**src/rtl/alu_decode_pkg.sv**
```systemverilog
// alu_decode_pkg
//   Shared definitions for the ALU decode stage: ALU control codes, RV32I
//   opcode constants, ALU A-operand select codes, the decoded-entry struct
//   carried across the ID/EX boundary, and the funct3 -> ALU code map used
//   by the register-register and register-immediate arithmetic groups.
package alu_decode_pkg;

  localparam logic [3:0] ALU_ADD  = 4'b0000;
  localparam logic [3:0] ALU_SUB  = 4'b0001;
  localparam logic [3:0] ALU_OR   = 4'b0010;
  localparam logic [3:0] ALU_AND  = 4'b0011;
  localparam logic [3:0] ALU_XOR  = 4'b0100;
  localparam logic [3:0] ALU_SLT  = 4'b0101;
  localparam logic [3:0] ALU_SLTU = 4'b0110;
  localparam logic [3:0] ALU_SLL  = 4'b0111;
  localparam logic [3:0] ALU_SRL  = 4'b1000;
  localparam logic [3:0] ALU_SRA  = 4'b1001;

  localparam logic [6:0] OPC_OP     = 7'b0110011;
  localparam logic [6:0] OPC_OP_IMM = 7'b0010011;
  localparam logic [6:0] OPC_LOAD   = 7'b0000011;
  localparam logic [6:0] OPC_STORE  = 7'b0100011;
  localparam logic [6:0] OPC_JALR   = 7'b1100111;
  localparam logic [6:0] OPC_LUI    = 7'b0110111;
  localparam logic [6:0] OPC_AUIPC  = 7'b0010111;
  localparam logic [6:0] OPC_JAL    = 7'b1101111;
  localparam logic [6:0] OPC_BRANCH = 7'b1100011;

  localparam logic [6:0] FUNCT7_BASE = 7'b0000000;
  localparam logic [6:0] FUNCT7_ALT  = 7'b0100000;

  localparam logic [1:0] A_SEL_RS1  = 2'b00;
  localparam logic [1:0] A_SEL_PC   = 2'b01;
  localparam logic [1:0] A_SEL_ZERO = 2'b10;

  typedef struct packed {
    logic [3:0]  alu_ctl;
    logic [31:0] imm;
    logic        use_imm;
    logic [1:0]  a_sel;
    logic [4:0]  rs1;
    logic [4:0]  rs2;
    logic [4:0]  rd;
    logic [31:0] pc;
    logic        illegal;
  } decoded_t;

  // funct3 -> ALU code for the base (funct7 = 0) arithmetic encodings.
  function automatic logic [3:0] base_alu(input logic [2:0] funct3);
    logic [3:0] code;
    case (funct3)
      3'b000:  code = ALU_ADD;
      3'b001:  code = ALU_SLL;
      3'b010:  code = ALU_SLT;
      3'b011:  code = ALU_SLTU;
      3'b100:  code = ALU_XOR;
      3'b101:  code = ALU_SRL;
      3'b110:  code = ALU_OR;
      default: code = ALU_AND;
    endcase
    return code;
  endfunction

endpackage

```
**src/rtl/alu_decode_comb.sv**
```systemverilog
// alu_decode_comb
//   Purely combinational RV32I instruction decoder producing one decoded
//   entry (ALU code, immediate, operand selects, register indices, PC).
//   Unsupported encodings (unknown opcode or reserved funct fields) set
//   illegal and force a neutral ADD/rs1/zero-immediate entry.
// Ports:
//   instr  in   32  instruction word
//   pc     in   32  instruction PC, passed through into the entry
//   dec    out      decoded entry
module alu_decode_comb
  import alu_decode_pkg::*;
(
  input  logic [31:0] instr,
  input  logic [31:0] pc,
  output decoded_t    dec
);

  logic [6:0]  opcode;
  logic [2:0]  funct3;
  logic [6:0]  funct7;
  logic [31:0] i_imm;
  logic [31:0] s_imm;
  logic [31:0] b_imm;
  logic [31:0] u_imm;
  logic [31:0] j_imm;
  logic [31:0] shamt_imm;
  logic        illegal;

  assign opcode    = instr[6:0];
  assign funct3    = instr[14:12];
  assign funct7    = instr[31:25];
  assign i_imm     = {{20{instr[31]}}, instr[31:20]};
  assign s_imm     = {{20{instr[31]}}, instr[31:25], instr[11:7]};
  assign b_imm     = {{19{instr[31]}}, instr[31], instr[7], instr[30:25], instr[11:8], 1'b0};
  assign u_imm     = {instr[31:12], 12'b0};
  assign j_imm     = {{11{instr[31]}}, instr[31], instr[19:12], instr[20], instr[30:21], 1'b0};
  assign shamt_imm = {27'b0, instr[24:20]};

  always_comb begin
    dec         = '0;
    dec.rs1     = instr[19:15];
    dec.rs2     = instr[24:20];
    dec.rd      = instr[11:7];
    dec.pc      = pc;
    dec.alu_ctl = ALU_ADD;
    dec.a_sel   = A_SEL_RS1;
    illegal     = 1'b0;

    case (opcode)
      OPC_OP: begin
        // The alternate funct7 only exists for SUB and SRA.
        if (funct7 == FUNCT7_BASE) begin
          dec.alu_ctl = base_alu(funct3);
        end else if (funct7 == FUNCT7_ALT && funct3 == 3'b000) begin
          dec.alu_ctl = ALU_SUB;
        end else if (funct7 == FUNCT7_ALT && funct3 == 3'b101) begin
          dec.alu_ctl = ALU_SRA;
        end else begin
          illegal = 1'b1;
        end
      end
      OPC_OP_IMM: begin
        dec.use_imm = 1'b1;
        if (funct3 == 3'b001 || funct3 == 3'b101) begin
          // Shifts: imm[11:5] acts as a funct7 and only SRAI may use ALT.
          dec.imm = shamt_imm;
          if (funct7 == FUNCT7_BASE) begin
            dec.alu_ctl = base_alu(funct3);
          end else if (funct7 == FUNCT7_ALT && funct3 == 3'b101) begin
            dec.alu_ctl = ALU_SRA;
          end else begin
            illegal = 1'b1;
          end
        end else begin
          dec.imm     = i_imm;
          dec.alu_ctl = base_alu(funct3);
        end
      end
      OPC_LOAD: begin
        dec.use_imm = 1'b1;
        dec.imm     = i_imm;
        // LB/LH/LW/LBU/LHU only.
        illegal     = (funct3 == 3'b011) || funct3[2:1] == 2'b11;
      end
      OPC_STORE: begin
        dec.use_imm = 1'b1;
        dec.imm     = s_imm;
        // SB/SH/SW only.
        illegal     = funct3[2] || (funct3 == 3'b011);
      end
      OPC_JALR: begin
        dec.use_imm = 1'b1;
        dec.imm     = i_imm;
        illegal     = (funct3 != 3'b000);
      end
      OPC_LUI: begin
        dec.use_imm = 1'b1;
        dec.imm     = u_imm;
        dec.a_sel   = A_SEL_ZERO;
      end
      OPC_AUIPC: begin
        dec.use_imm = 1'b1;
        dec.imm     = u_imm;
        dec.a_sel   = A_SEL_PC;
      end
      OPC_JAL: begin
        dec.use_imm = 1'b1;
        dec.imm     = j_imm;
        dec.a_sel   = A_SEL_PC;
      end
      OPC_BRANCH: begin
        // The ALU compares rs1/rs2; the B immediate rides along for the
        // branch target adder.
        dec.imm = b_imm;
        case (funct3[2:1])
          2'b00:   dec.alu_ctl = ALU_SUB;
          2'b10:   dec.alu_ctl = ALU_SLT;
          2'b11:   dec.alu_ctl = ALU_SLTU;
          default: illegal     = 1'b1;
        endcase
      end
      default: illegal = 1'b1;
    endcase

    if (illegal) begin
      dec.alu_ctl = ALU_ADD;
      dec.use_imm = 1'b0;
      dec.imm     = '0;
      dec.a_sel   = A_SEL_RS1;
    end
    dec.illegal = illegal;
  end

endmodule

```
**src/rtl/alu_decode_stage.sv**
```systemverilog
// alu_decode_stage
//   ID/EX boundary: decodes one RV32I instruction per input transfer and
//   holds the decoded entry until the EX stage takes it.
//   Handshake: a transfer happens on a rising edge where valid & ready are
//   both high; the producer keeps valid and data stable until that edge,
//   ready may depend on state only (skid build) or on out_ready (default).
//   flush drops every held entry and any input offered in the same cycle.
// Build option:
//   ALU_DECODE_SKID_EN defined   -> 2-entry skid buffer, in_ready from a flop
//                                   (reset value RESET_IN_READY).
//   ALU_DECODE_SKID_EN undefined -> single output register,
//                                   in_ready = !out_valid | out_ready.
// Ports:
//   clk, rst_n                    clock, async active-low reset
//   in_valid/in_ready             input handshake
//   in_instr, in_pc               instruction word and PC
//   flush                         discard held and incoming entries
//   out_valid/out_ready           output handshake
//   out_alu_ctl, out_imm, out_use_imm, out_a_sel,
//   out_rs1, out_rs2, out_rd, out_pc, out_illegal   decoded entry
module alu_decode_stage
  import alu_decode_pkg::*;
#(
  parameter int XLEN           = 32,
  parameter bit RESET_IN_READY = 1'b1
) (
  input  logic            clk,
  input  logic            rst_n,
  input  logic            in_valid,
  output logic            in_ready,
  input  logic [31:0]     in_instr,
  input  logic [XLEN-1:0] in_pc,
  input  logic            flush,
  output logic            out_valid,
  input  logic            out_ready,
  output logic [3:0]      out_alu_ctl,
  output logic [XLEN-1:0] out_imm,
  output logic            out_use_imm,
  output logic [1:0]      out_a_sel,
  output logic [4:0]      out_rs1,
  output logic [4:0]      out_rs2,
  output logic [4:0]      out_rd,
  output logic [XLEN-1:0] out_pc,
  output logic            out_illegal
);

  decoded_t dec_entry;
  decoded_t head;
  logic     push;
  logic     pop;

  alu_decode_comb u_decode (
    .instr (in_instr),
    .pc    (in_pc),
    .dec   (dec_entry)
  );

`ifdef ALU_DECODE_SKID_EN
  decoded_t [1:0] mem_q, mem_d;
  logic           head_q, head_d;
  logic [1:0]     count_q, count_d;
  logic           ready_q, ready_d;

  assign in_ready  = ready_q;
  assign out_valid = (count_q != 2'd0);
  assign head      = mem_q[head_q];
  assign push      = in_valid & ready_q & ~flush;
  assign pop       = out_valid & out_ready & ~flush;

  always_comb begin
    mem_d   = mem_q;
    head_d  = head_q;
    count_d = count_q;
    if (flush) begin
      count_d = 2'd0;
    end else begin
      if (pop) begin
        head_d  = ~head_q;
        count_d = count_d - 2'd1;
      end
      // Tail slot is head+count; push is only possible with count < 2.
      if (push) begin
        mem_d[head_q ^ count_q[0]] = dec_entry;
        count_d = count_d + 2'd1;
      end
    end
    // Ready is computed from next occupancy so it can be registered.
    ready_d = (count_d != 2'd2);
  end

  always_ff @(posedge clk or negedge rst_n) begin
    if (!rst_n) begin
      mem_q   <= '0;
      head_q  <= 1'b0;
      count_q <= 2'd0;
      ready_q <= RESET_IN_READY;
    end else begin
      mem_q   <= mem_d;
      head_q  <= head_d;
      count_q <= count_d;
      ready_q <= ready_d;
    end
  end
`else
  decoded_t entry_q, entry_d;
  logic     valid_q, valid_d;
  logic     unused_reset_in_ready;

  // Ready is combinational here, so the reset value has no meaning.
  assign unused_reset_in_ready = RESET_IN_READY;

  assign in_ready  = ~valid_q | out_ready;
  assign out_valid = valid_q;
  assign head      = entry_q;
  assign push      = in_valid & in_ready & ~flush;
  assign pop       = valid_q & out_ready & ~flush;

  always_comb begin
    entry_d = entry_q;
    valid_d = valid_q;
    if (flush) begin
      valid_d = 1'b0;
    end else if (push) begin
      // Covers simultaneous drain: the new entry replaces the old one.
      entry_d = dec_entry;
      valid_d = 1'b1;
    end else if (pop) begin
      valid_d = 1'b0;
    end
  end

  always_ff @(posedge clk or negedge rst_n) begin
    if (!rst_n) begin
      entry_q <= '0;
      valid_q <= 1'b0;
    end else begin
      entry_q <= entry_d;
      valid_q <= valid_d;
    end
  end
`endif

  assign out_alu_ctl = head.alu_ctl;
  assign out_imm     = head.imm;
  assign out_use_imm = head.use_imm;
  assign out_a_sel   = head.a_sel;
  assign out_rs1     = head.rs1;
  assign out_rs2     = head.rs2;
  assign out_rd      = head.rd;
  assign out_pc      = head.pc;
  assign out_illegal = head.illegal;

endmodule

```
**config.mk**
```make
export PLATFORM = sky130hd
export DESIGN_NAME = alu_decode_stage
export DESIGN_NICKNAME = d
export VERILOG_FILES = /design/src/rtl/alu_decode_pkg.sv /design/src/rtl/alu_decode_comb.sv /design/src/rtl/alu_decode_stage.sv
export SDC_FILE = /design/constraint.sdc
export NUM_CORES = 1
export LEC_CHECK = 0
export BUFFER_PORTS_ARGS = -buffer_cell sky130_fd_sc_hd__buf_2
export CAP_MARGIN = 10
export CORE_MARGIN = 8
export CORE_UTILIZATION = 35
export CTS_BUF_LIST = sky130_fd_sc_hd__clkbuf_8
export DETAILED_ROUTE_END_ITERATION = 6
export PLACE_DENSITY = 0.61
export SLEW_MARGIN = 20
export SYNTH_ARGS = -nofsm -noshare
export SYNTH_HDL_FRONTEND = slang
export SYNTH_SLANG_ARGS = --single-unit
```
**constraint.sdc**
```tcl
create_clock -name clk -period 3.5 [get_ports clk]
set_input_delay 0 -clock clk [delete_from_list [all_inputs] [get_ports clk]]
set_output_delay 0 -clock clk [all_outputs]
set_load 0.01 [all_outputs]
```
# After elaboration in Yosys (flattened, before gate mapping)
# Cells that the tools add are included.
[totals] regBits=88 latchBits=0 ramBits=0 romBits=0 n_memories=0
[classes] addsub=0 multipliers=0 div=0 magnitude_cmp=0 eq_ne=18 shifts=0 muxes=22 bitwise=7 n_reduce_logical=17
[ops] op="case mux 32 bit (6 select lines)" n=1
[ops] op="two-way mux 39 bit" n=1
[ops] op="two-way mux 36 bit" n=1
[ops] op="== test 7 x 6 -> 1 bit (second input constant)" n=4
[ops] op="case mux 4 bit (7 select lines)" n=1
[ops] op="== test 7 bit (second input constant)" n=3
[ops] op="two-way mux 4 bit" n=4
[ops] op="== test 7 x 5 -> 1 bit (second input constant)" n=2
[ops] op="case mux 4 bit (3 select lines)" n=1
[ops] op="two-way mux 1 bit" n=10
[ops] op="== test 3 bit (second input constant)" n=3
[ops] op="case mux 3 bit (3 select lines)" n=1
[ops] op="== test 7 x 2 -> 1 bit (second input constant)" n=1
[ops] op="logical NOT 7 bit" n=1
[ops] op="case mux 1 bit (7 select lines)" n=1
[ops] op="OR reduction 7 bit" n=1
[ops] op="== test 3 x 2 -> 1 bit (second input constant)" n=2
[ops] op="nonzero test 3 bit" n=2
[ops] op="OR reduction 2 bit" n=3
[ops] op="OR reduction 3 bit" n=2
[ops] op="bitwise AND 1 bit" n=4
[ops] op="== test 2 bit (second input constant)" n=2
[ops] op="case mux 2 bit (2 select lines)" n=1
[ops] op="== test 3 x 1 -> 1 bit (second input constant)" n=1
[ops] op="other kinds (7)" n=11

# Longest topological paths before layout
[depth] ltp_word=7 mapped_depth=8 mapped_depth_nobuf=5

# Hierarchy
# A second synthesis with hierarchy kept.
[hier_totals] cells_unflattened=414 area_unflattened_um2=4633.2
[modules_own_cells] mod="alu_decode_stage" n_inst=1 cells_per_inst=189 area_per_inst_um2=3286.9 seq_area_each_um2=2202.1
[modules_own_cells] mod="alu_decode_comb" n_inst=1 cells_per_inst=225 area_per_inst_um2=1346.3 seq_area_each_um2=0.0

# Worst setup path after synthesis
# OpenSTA, ideal clock, no wires.
[synth_path] path_kind="input port to flip-flop" startpoint="input port in_instr[26]" endpoint="register entry_q (netlist bit out_imm[12])" arrival_ns=2.275 required_ns=3.425 slack_ns=1.150 path_stages=8 n_path_buf=3 cell_sequence="or4_1 -> clkbuf_2 -> or4_1 -> a41o_1 -> or4_1 -> buf_6 -> buf_12 -> o21ai_2"
[synth_via] elab_chain_cells=7 elab_cells_between_ends=11 classes_between="eq/ne: 1; mux: 7; reduce/logical: 3"
[synth_rtl] item="start, declared" line_no="alu_decode_stage.sv:31" rtl="input logic [31:0] in_instr,"
[synth_rtl] item="== test 7 x 6 -> 1 bit" line_no="alu_decode_comb.sv:54, alu_decode_comb.sv:56, alu_decode_comb.sv:69"
[synth_rtl] item="logical AND 1 bit" line_no="alu_decode_comb.sv:56, alu_decode_comb.sv:69"
[synth_rtl] item="two-way mux 1 bit" line_no="alu_decode_comb.sv:56, alu_decode_comb.sv:69"
[synth_rtl] item="two-way mux 1 bit (on tied branches)" line_no="alu_decode_comb.sv:67, alu_decode_comb.sv:54"
[synth_rtl] item="two-way mux 1 bit (on tied branches)" line_no="alu_decode_comb.sv:64, alu_decode_comb.sv:52"
[synth_rtl] item="case mux 1 bit (7 select lines) *" line_no="alu_decode_comb.sv:49" rtl="case (opcode)"
[synth_rtl] item="two-way mux 39 bit *" line_no="alu_decode_comb.sv:125" rtl="if (illegal) begin"
[synth_rtl] item="end signal, assigned" line_no="alu_decode_stage.sv:137" rtl="entry_q <= entry_d;"
[synth_rtl] item="end, declared" line_no="alu_decode_stage.sv:105" rtl="decoded_t entry_q, entry_d;"
# Mark *: on every way between the ends. The rest lies on a longest branch, timed or not.
# A chain may end at the register's enable or synchronous reset.

# Worst setup path after layout
[layout_path] startpoint="input port in_instr[26]" endpoint="register entry_q (netlist bit out_imm[4])"
# The elaborated chain is that of the path after synthesis.

==> results.txt <==
Setup CP Type: primary input to flip-flop
Mapped Nets: 412
initial detailed-routing violation count: 212
Post-synth EDFFs: 0
Seq cells post-synth: 88
htree depth: 3
share of the synthesized area in the top cell type: 53.76%
HP Class: primary input to flip-flop
final setup TNS: 0 ns
largest net degree at the start of global routing: 65
initial antenna violation count: 0
crit end category: flip-flop
Final Non-Filler Cells: 697
filler instances: 1060
clk buf depth: 2
GRT overflow: 0
All-Layer GR Usage: 16.31%
Die X: 124.2 um
CTS tree: yes
Boundary Pins: 158
met1 Use GR: 19.34%
signal arrival time at the worst endpoint: 3.14 ns
DRC violations left: 0
routed vias: 3508
ANT cells: 0
top cells by count, synth: dfrtp_1, mux2_2, nand2_1
Rel. slew slack: 38.57%
CTS Root Cell: clkbuf_8
Post-Place Cells: 626
Post-Syn Area: 0.004096 mm2
CTS clk-pin slew, worst paths: 0.08 ns
Syn Area/Cell: 11.94 um2
register area: 0.002202 mm2
cell area power density: 400.8 mW/mm2
Peak VDD IR: 0.0003228 V
max cap viols: 0
Final setup viols: 0
worst setup margin: 0.6479 ns
worst-margin pin slew: 0.9180 ns
crit start category: primary input
GR Util met3: 6.482%
Final HPWL DP: 8.857 mm
die height: 124.2 um
Synth Instances: 343
maximum fanout along the worst path: 25
DIE AREA: 0.01542 mm2
postcts setup bufs: 0
row cnt: 39
Critical Path RT: 3.78 ns
Final Hold Fails: 0
total chip power: 2.268 mW
post-cts resize count: 0
clock latency on the worst-skew pair: 0.37 ns
leakage: 2.693 nW
Routed WL per cell: 17.91 um
Multi-input gate area: 0.001668 mm2
clock sinks: 88
CP max stage cell: or4_1
GR peak layer: met2
routed wire length: 12.49 mm
DR vias/cell: 5.033
Final ANT Viol Nets: 0
RSZ-0062 raised after global routing: false
Max stage delay on crit path: 0.65 ns
CP most frequent cell: or4_1
core area: 0.01142 mm2
Initial Util: 35.88%
status: completed
Synth Flop Type: dfrtp_1
leading area contributor after synthesis: dfrtp_1
Placer Congestion: 0.8751
Final #Nets: 619
fmax: 350.6 MHz
first-pass GRT wire length: 19.39 mm
DR pass1 iterations: 4
crit share post-route: 81.49%
Slew Viols, Final: 0
post-synth cell types: 56
skew final: 0.009223 ns
pre-CTS WS: 0.8241 ns
Port-buffer cells: 157
Area Growth Syn to Fin: 38.12%
critical path cell sequence: dlygate4sd3_1 -> buf_2 -> or4_1 -> or4_1 -> a41o_1 -> or4_1 -> buf_4 -> o21ai_0
synth top area cells: dfrtp_1, mux2_2, o21ai_2, a21oi_1, nand2_1
met2 Use GR: 26.35%
count leader, synth: dfrtp_1
vias in the first global route: 3673
number of buffers created by CTS: 9
min Tclk post-route: 2.852 ns
Async SR Flop Fraction: 100.0%
yosys warns: 0
sequential fraction of the synthesis area: 53.76%
share of post-route cells with drive strength above 1: 46.39%
## cell families (layout without fill, tap and decap cells)
family	count (synthesis)	count (layout)	share of synthesized area (%)
multiplexers	47	47	12.92
AO/OA/AOI/OAI	96	96	16.62
buffers and inverters	32	243	6.048
AND/OR/NAND/NOR	78	78	10.23
XOR/XNOR	2	2	0.4277
flip-flops	88	88	53.76
## state kept, by name, summed over array words and instances (netlist names)
signal,count
out_use_imm,1
out_alu_ctl,4
out_illegal,1
out_valid,1
out_imm,32
out_rs2,5
out_a_sel,2
out_rs1,5
out_rd,5
out_pc,32
## cell type report
type / instances / share of cell area [%]
Sequential cell: 88 / 38.92
Multi-Input combinational cell: 223 / 29.48
Timing Repair Buffer: 221 / 24.90
Tap cell: 143 / 3.162
Clock buffer: 11 / 2.676
Inverter: 7 / 0.4644
Clock inverter: 4 / 0.3981
## final timing paths
check | startpoint | endpoint | slack, ns | depth (start not counted)
setup / recovery | in_instr[26] | out_imm[4] | 0.65 | 8
hold / removal | in_instr[30] | out_imm[10] | 0.03 | 2
setup reg to reg | out_valid | out_imm[4] | 1.50 | 6
hold reg to reg | out_imm[12] | out_imm[12] | 0.48 | 2
max in group asynchronous | rst_n | out_rs2[0] | 2.37 | 3
min in group asynchronous | rst_n | out_pc[0] | 0.29 | 2
## placed cells by master (no fill, tap or decap), types with 10 or more instances in the layout
| cell | n |
|---|---|
| a21oi_1 | 29 |
| buf_2 | 156 |
| clkbuf_8 | 11 |
| dfrtp_1 | 88 |
| dlygate4sd3_1 | 56 |
| mux2_2 | 47 |
| nand2_1 | 32 |
| o21ai_0 | 10 |
| o21ai_2 | 20 |
## what timing repair did
action | in CTS | in global routing
hold buffers | 56 | 0
endpoints found under the setup margin | 0 | 0
endpoints found under the hold margin | 137 | 0
## routing by layer
metal | vias up | share of wire, % | wire length, um
met5 | - | 0 | 0
met4 | 0 | 1.6 | 200
met2 | 118 | 47 | 5906
li1 | 1666 | - | -
met1 | 1710 | 41 | 5173
met3 | 14 | 9.7 | 1205
## worst max-delay path: cells and delay by family
kind / cells / cell delay [ns]
and+or+nand+nor: 3 / 1.67
buffers and inverters: 3 / 0.94
AOI/OAI and AO/OA: 2 / 0.50
## power breakdown
| part | switching, mW | internal, mW |
|---|---|---|
| combinational | 0.234 | 0.232 |
| clock | 0.356 | 0.288 |
| sequential | 0.0451 | 1.11 |
## stage by stage
step           util, %  hold slack, ns  area, um2
6_report         49.55         0.03023       5658
3_3_place_gp     43.12          0.1382       4923
2_1_floorplan        -         -0.2956       4096
5_1_grt          49.55         0.03451       5658
4_1_cts          49.55         0.01622       5658
3_5_place_dp     43.12          0.1513       4923
(Power assumes the default switching activity.)
